### src/rtl/pattern_pkg.sv
// Shared address map, FSM state type and small helpers for the pattern counter.
package pattern_pkg;

  localparam int MSG_BASE = 0;
  localparam int PAT_ADDR = 32;
  localparam int CTB_ADDR = 33;
  localparam int CTO_ADDR = 34;
  localparam int CTS_ADDR = 35;

  typedef enum logic [2:0] {
    IDLE,
    LOAD_PAT,
    SCAN,
    WR_CTB,
    WR_CTO,
    WR_CTS,
    DONE
  } pc_state_t;

  // Number of set bits in a 4-bit hit vector (0..4).
  function automatic logic [2:0] popcount4(input logic [3:0] v);
    return {2'b00, v[0]} + {2'b00, v[1]} + {2'b00, v[2]} + {2'b00, v[3]};
  endfunction

endpackage

### src/rtl/pattern_match_unit.sv
// Combinational matcher: compares the 5-bit pattern against the four in-byte
// windows of the current byte and the four windows straddling prev/cur bytes.
module pattern_match_unit
  import pattern_pkg::*;
(
  input  logic [4:0] pat,
  input  logic [7:0] cur_byte,
  input  logic [7:0] prev_byte,
  input  logic       first,
  output logic [2:0] in_cnt,
  output logic       any_in,
  output logic [2:0] cross_cnt
);

  logic [15:0] pair;
  logic [3:0]  in_hit;
  logic [3:0]  cross_hit;

  assign pair = {prev_byte, cur_byte};

  // Window gi of the byte is b[7-gi:3-gi]; crossing window gi of the pair
  // starts gi bits further right, beginning at prev_byte[3].
  for (genvar gi = 0; gi < 4; gi++) begin : g_win
    assign in_hit[gi]    = (cur_byte[7-gi -: 5] == pat);
    assign cross_hit[gi] = (pair[11-gi -: 5] == pat);
  end

  // Reduce hit vectors; the first byte has no predecessor so no crossings.
  always_comb begin
    in_cnt    = popcount4(in_hit);
    any_in    = |in_hit;
    cross_cnt = first ? 3'd0 : popcount4(cross_hit);
  end

endmodule

### src/rtl/pattern_count_engine.sv
// Start/ack engine: reads the message and pattern from data memory, counts
// pattern occurrences three ways, writes the counts back and pulses ack.
module pattern_count_engine
  import pattern_pkg::*;
#(
  parameter int MSG_BYTES = 32,
  parameter int ADDR_W    = 8
) (
  input  logic              clk,
  input  logic              reset,
  input  logic              start,
  output logic              ack,
  output logic [ADDR_W-1:0] mem_addr,
  input  logic [7:0]        mem_rd_data,
  output logic              mem_wr_en,
  output logic [7:0]        mem_wr_data
);

  localparam int IDX_W = (MSG_BYTES > 1) ? $clog2(MSG_BYTES) : 1;
  localparam logic [IDX_W-1:0] LAST_IDX = IDX_W'(MSG_BYTES - 1);

  pc_state_t        state_q, state_d;
  logic [IDX_W-1:0] idx_q, idx_d;
  logic [4:0]       pat_q, pat_d;
  logic [7:0]       prev_q, prev_d;
  logic [7:0]       ctb_q, ctb_d;
  logic [7:0]       cto_q, cto_d;
  logic [7:0]       cts_q, cts_d;

  logic [2:0] in_cnt;
  logic       any_in;
  logic [2:0] cross_cnt;

  pattern_match_unit u_match (
    .pat       (pat_q),
    .cur_byte  (mem_rd_data),
    .prev_byte (prev_q),
    .first     (idx_q == '0),
    .in_cnt    (in_cnt),
    .any_in    (any_in),
    .cross_cnt (cross_cnt)
  );

  // State, index, pattern, previous byte and accumulators.
  always_ff @(posedge clk) begin
    if (reset) begin
      state_q <= IDLE;
      idx_q   <= '0;
      pat_q   <= '0;
      prev_q  <= '0;
      ctb_q   <= '0;
      cto_q   <= '0;
      cts_q   <= '0;
    end else begin
      state_q <= state_d;
      idx_q   <= idx_d;
      pat_q   <= pat_d;
      prev_q  <= prev_d;
      ctb_q   <= ctb_d;
      cto_q   <= cto_d;
      cts_q   <= cts_d;
    end
  end

  // Next-state logic and memory/handshake outputs decoded from state.
  always_comb begin
    state_d     = state_q;
    idx_d       = idx_q;
    pat_d       = pat_q;
    prev_d      = prev_q;
    ctb_d       = ctb_q;
    cto_d       = cto_q;
    cts_d       = cts_q;
    ack         = 1'b0;
    mem_addr    = '0;
    mem_wr_en   = 1'b0;
    mem_wr_data = '0;

    case (state_q)
      IDLE: begin
        if (start) begin
          state_d = LOAD_PAT;
          idx_d   = '0;
          ctb_d   = '0;
          cto_d   = '0;
          cts_d   = '0;
        end
      end
      LOAD_PAT: begin
        mem_addr = ADDR_W'(PAT_ADDR);
        pat_d    = mem_rd_data[7:3];
        state_d  = SCAN;
      end
      SCAN: begin
        mem_addr = ADDR_W'(MSG_BASE) + ADDR_W'(idx_q);
        ctb_d    = ctb_q + 8'(in_cnt);
        cto_d    = cto_q + 8'(any_in);
        cts_d    = cts_q + 8'(in_cnt) + 8'(cross_cnt);
        prev_d   = mem_rd_data;
        if (idx_q == LAST_IDX) begin
          state_d = WR_CTB;
        end else begin
          idx_d = idx_q + 1'b1;
        end
      end
      WR_CTB: begin
        mem_addr    = ADDR_W'(CTB_ADDR);
        mem_wr_en   = 1'b1;
        mem_wr_data = ctb_q;
        state_d     = WR_CTO;
      end
      WR_CTO: begin
        mem_addr    = ADDR_W'(CTO_ADDR);
        mem_wr_en   = 1'b1;
        mem_wr_data = cto_q;
        state_d     = WR_CTS;
      end
      WR_CTS: begin
        mem_addr    = ADDR_W'(CTS_ADDR);
        mem_wr_en   = 1'b1;
        mem_wr_data = cts_q;
        state_d     = DONE;
      end
      DONE: begin
        ack     = 1'b1;
        state_d = IDLE;
      end
      default: state_d = IDLE;
    endcase
  end

endmodule

### config.mk
export PLATFORM = sky130hd
export DESIGN_NAME = pattern_count_engine
export DESIGN_NICKNAME = d
export VERILOG_FILES = /design/src/rtl/pattern_pkg.sv /design/src/rtl/pattern_match_unit.sv /design/src/rtl/pattern_count_engine.sv
export SDC_FILE = /design/constraint.sdc
export NUM_CORES = 1
export LEC_CHECK = 0
export BUFFER_PORTS_ARGS = -buffer_cell sky130_fd_sc_hd__buf_2
export CAP_MARGIN = 0
export CORE_MARGIN = 5
export CORE_UTILIZATION = 59
export DETAILED_ROUTE_END_ITERATION = 7
export PLACE_DENSITY = 0.8
export SKIP_CTS_REPAIR_TIMING = 1
export SLEW_MARGIN = 20
export SYNTH_ARGS = -nofsm -noshare
export SYNTH_HDL_FRONTEND = slang
export SYNTH_HIERARCHICAL = 1
export SYNTH_SLANG_ARGS = --single-unit
export TNS_END_PERCENT = 1
### constraint.sdc
create_clock -name clk -period 10.2 [get_ports clk]
set_input_delay 2.04 -clock clk [delete_from_list [all_inputs] [get_ports clk]]
set_output_delay 2.04 -clock clk [all_outputs]
set_load 0.005 [all_outputs]
Yosys cells after proc, flatten, opt, wreduce, memory -nomap -nowiden
Cells that the tools add are included.

storage, ports and cells
  flip-flop bits (word level) = 41
  bits of input ports = 11
  output and inout bits = 18
  word-level logic and storage cells = 59

cells by class
  add/subtract/negate cells = 11
  equality and inequality tests = 18
  mux-type cells = 15
  reduce and logical (&&, ||, !) cells = 8

operator list
  kind                                                                    number
  8-bit case mux with 2 select lines                                      3
  5-bit equality test                                                     8
  6-bit case mux with 5 select lines                                      1
  8-bit by 3-bit adder with 8-bit output                                  3
  8-bit case mux with 3 select lines                                      1
  3-bit case mux with 6 select lines                                      1
  3-bit by 1-bit adder with 3-bit output                                  4
  5-bit two-way mux                                                       2
  5-bit case mux with 2 select lines                                      1
  3-bit equality test (second input constant)                             3
  3-bit two-way mux                                                       3
  8-bit by 1-bit adder with 8-bit output                                  1
  8-bit two-way mux                                                       1
  3-bit by 2-bit equality test with 1-bit output (second input constant)  2
  2-bit != test (second input constant)                                   3
  5-bit by 1-bit adder with 5-bit output (second input constant)          1
  5-bit equality test (second input constant)                             1
  5-bit zero test                                                         1
  1-bit by 1-bit adder with 2-bit output                                  2
  2-bit AND reduction                                                     2
  4-bit OR reduction                                                      1
  3-bit by 1-bit equality test with 1-bit output (second input constant)  1
  3-bit zero test                                                         1
  3-bit AND reduction                                                     1
  3 further kinds                                                         4

Depth between registers and ports, before layout
  depth after elaboration = 7
  gate-level depth with buffers = 17
  depth with buffers taken out = 16

Cells and area by module
The synthesis kept the hierarchy.

modules (own cells, without submodules)
  module                instances  cells each  area each (µm²)  sequential area each (µm²)
  pattern_count_engine  1          286         2417.3           900.9
  pattern_match_unit    1          80          645.6            0.0

Worst setup path before layout
Ideal clock, no wire load.

  path type = input-to-reg
  from = input port mem_rd_data[7]
  to = register cts_q[5]
  setup time = 0.119 ns
  arrival time = 5.262 ns
  required time = 10.081 ns
  path slack = 4.819 ns
  stages on the path = 17
  path buffers = 1
  path through = clkbuf_1 > xor2_1 > nor3_1 > nand3_1 > fa_1 > inv_1 > ha_1 > ha_1 > nor2b_1 > fa_1 > ha_1 > inv_1 > fa_1 > inv_1 > a21o_1 > nand3_1 > mux2i_1

on the way
  word-level cells in the longest chain between the ends = 7
  elaborated cells between the ends (all ways) = 15
  classes of those cells = add/sub: 8; eq/ne: 5; mux: 2

RTL lines
  item                                      line                        text
  start, declared                           pattern_count_engine.sv:14  input logic [7:0] mem_rd_data,
  5-bit equality test                       pattern_match_unit.sv:25    assign cross_hit[gi] = (pair[11-gi -: 5] == pat);
  1-bit by 1-bit adder with 2-bit output    pattern_pkg.sv:22           return {2'b00, v[0]} + {2'b00, v[1]} + {2'b00, v[2]} + {2'b00, v[3]};
  3-bit by 1-bit adder with 3-bit output    pattern_pkg.sv:22
  3-bit by 1-bit adder with 3-bit output *  pattern_pkg.sv:22
  3-bit two-way mux *                       pattern_match_unit.sv:32    cross_cnt = first ? 3'd0 : popcount4(cross_hit);
  net cross_cnt[1]                          pattern_count_engine.sv:32  logic [2:0] cross_cnt;
  8-bit by 3-bit adder with 8-bit output *  pattern_count_engine.sv:98  cts_d = cts_q + 8'(in_cnt) + 8'(cross_cnt);
  8-bit case mux with 2 select lines *      pattern_count_engine.sv:79  case (state_q)
  end signal, assigned                      pattern_count_engine.sv:61  cts_q <= cts_d;
  end, declared                             pattern_count_engine.sv:28  logic [7:0] cts_q, cts_d;

Mark *: on every way through the listed nets, which the timed path passes. The rest lies on a longest branch.
A chain may end at the register's enable or synchronous reset.

Worst setup path after layout
  from = input port mem_rd_data[5]
  to = register cts_q[5]

on the way
  elaborated cells between the ends (all ways) = 14
  classes of those cells = add/sub: 7; eq/ne: 5; mux: 2

RTL lines
  item                                      line
  5-bit equality test                       pattern_match_unit.sv:25
  3-bit by 1-bit adder with 3-bit output    pattern_pkg.sv:22
  3-bit by 1-bit adder with 3-bit output *  pattern_pkg.sv:22
  3-bit two-way mux *                       pattern_match_unit.sv:32
  net cross_cnt[1]                          pattern_count_engine.sv:32
  8-bit by 3-bit adder with 8-bit output *  pattern_count_engine.sv:98
  8-bit case mux with 2 select lines *      pattern_count_engine.sv:79

Marked as above.

==> summary.md <==
| Metric | Value |
|---|---|
| Status | `finished clean` |
| Detailed Place HPWL | `4.44 mm` |
| Startpoint types | `input port` |
| Critical Path AT | `5.43 ns` |
| I/O pins | `29` |
| Die height | `80.5 um` |
| Pre-CTS setup slack | `4.66 ns` |
| Core Area | `4790 um^2` |
| Avg WL per Cell | `14.9 um` |
| Hold path startpoint | `ctb_q[7]` |
| R2R Path End | `cts_q[5]` |
| Final WL | `6.37 mm` |
| Cells after Synth | `350` |
| Maxcap violations | `0` |
| Reg2reg path depth | `14` |
| Num Clock Sinks | `41` |
| Global-route wire length before repair | `10.8 mm` |
| Largest net degree at the start of global routing | `41` |
| Worst slew margin | `0.377` |
| Slowest CP cell | `fa_1` |
| Fmax | `0.190 GHz` |
| Leakage power | `1.38 nW` |
| Crit end category | `register` |
| CTS tree | `done` |
| Syn. warnings | `6` |
| Gpl congestion | `0.919` |
| Antenna Violating Nets Remaining | `0` |
| Fillers | `411` |
| Crit path required time | `10.38 ns` |
| Mean Syn Cell Area | `8.38 um^2` |
| VDD IR max | `0.0827 mV` |
| Max Clock Skew | `0.0112 ns` |
| Worst setup path category | `in -> reg` |
| Unrepaired setup endpoints after global routing | `false` |
| Clock-pin transition on the worst setup and hold timing paths | `0.07 ns` |
| GRT overflow | `0` |
| R2R setup slack | `6.24 ns` |
| Detailed-route via count | `2427` |
| Hold path endpoint | `ctb_q[7]` |
| Synthesized cell area | `2930 um^2` |
| Share of layout cells above drive strength 1 | `0.127` |
| Final min period | `5.25 ns` |
| CTS buffer count | `5` |
| Inserted Diodes | `0` |
| Port bufs | `26` |
| Worst r2r src | `pat_q[1]` |
| # rows | `25` |
| Htree depth | `2` |
| Die width | `80.5 um` |
| # setup viols final | `0` |
| CP max stage delay | `0.51 ns` |
| Clock Latency Late Sink | `0.30 ns` |
| Via-to-Cell Ratio | `5.67` |
| Final Net Count | `395` |
| All-layer global routing usage | `0.210` |
| Vias in the first global route | `2338` |
| Cells along the critical path | `buf_2 -> xor2_1 -> nor3_1 -> nand3_1 -> fa_1 -> inv_1 -> ha_1 -> ha_1 -> nor2b_1 -> fa_1 -> ha_1 -> inv_1 -> fa_1 -> inv_1 -> a21o_1 -> nand3_1 -> mux2i_1` |
| Worst Hold Class | `reg -> reg` |
| DRT Pass-1 Iters | `4` |
| Critical-path maximum fanout | `6` |
| Clk buf depth | `2` |
| Cell area power density | `108 nW/um^2` |
| Initial antenna violation count | `0` |
| Final period util | `0.515` |
| Fin. Hold Viols | `0` |
| Tightest Pin Transition | `0.935 ns` |
| Slew Viols, Final | `0` |
| Synth-to-layout area growth | `5.55%` |
| Starting Density | `0.613` |
| DIE AREA | `6480 um^2` |
| DRT iter0 DRCs | `152` |
| Post-Route Setup TNS | `0 ns` |
| Hold Path Depth | `2` |
| Drc violations | `0` |
| Root buf cell | `clkbuf_8` |
| Final worst setup slack | `4.95 ns` |
[worst max path at each step]
stage	start	endpoint	slack, ns	cells after the start
finish	mem_rd_data[5]	cts_q[5]	4.95	17
global route	mem_rd_data[5]	cts_q[7]	4.77	17
CTS	mem_rd_data[5]	cts_q[7]	4.95	17
detailed placement	mem_rd_data[5]	cts_q[7]	4.66	17
global placement	mem_rd_data[7]	cts_q[5]	4.71	17
floorplan	mem_rd_data[7]	cts_q[5]	4.82	17
[layout by cell type, fill, tap and decap left out, types with 8 or more instances in the layout]
cell	n
dfxtp_1	41
nand2_1	36
buf_2	26
nor2_1	24
xnor2_1	22
xor2_1	21
mux2i_1	20
a21oi_1	20
nand3_1	19
ha_1	17
o21ai_0	14
inv_1	10
a22oi_1	8
nor3_1	8
[report_power, final]
part	leakage (nW)	total, mW	internal (mW)	switching [mW]
combinational	1.00	0.0574	0.0252	0.0322
clock	0.0450	0.105	0.0475	0.0580
sequential	0.331	0.173	0.163	0.00977
total	1.38	0.336	0.236	0.0999
[worst max-delay path, delay by kind of cell]
kind	cells	cell delay [ns]
adders and majority gates	6	2.02
and+or+nand+nor	4	0.61
buffers and inverters	4	0.32
xor gates and xnor gates	1	0.17
AOI/OAI and AO/OA	1	0.13
muxes	1	0.13
[flip-flops by register name, indices dropped and copies added, names as in the netlist]
register  cells
ctb_q         8
cto_q         8
cts_q         8
idx_q         5
pat_q         5
prev_q        4
state_q       3
[per-layer routing]
metal | track usage | vias to the layer above | share of wire
li1 | - | 1208 | -
met2 | 0.352 | 38 | 0.49
met5 | 0 | - | 0
met1 | 0.269 | 1175 | 0.46
met3 | 0.0404 | 6 | 0.031
met4 | 0.0743 | 0 | 0.011
[area by class of cell]
class	instances	area, um^2	share of cell area
flip-flops and latches	41	821	0.265
clock inverters	2	10.0	0.00323
clock buffers	6	72.6	0.0234
repair buffers	28	145	0.0469
inverters	10	37.5	0.0121
well taps	67	83.8	0.0271
multi-input cells	274	1930	0.622
[through the flow]
stage                     hold slack (ns)  power (mW)  cell area [um^2]  std cells   util
final                               0.475       0.336              3100        428  0.647
after CTS                           0.481       0.337              3100        428  0.647
after global placement              0.463       0.231              3010        420  0.630
after detailed placement            0.471       0.233              3010        420  0.630
after global routing                0.501       0.351              3100        428  0.647
after floorplan                     0.446       0.221              2940        351      -
Note: power is estimated with default switching activity, not from simulation.
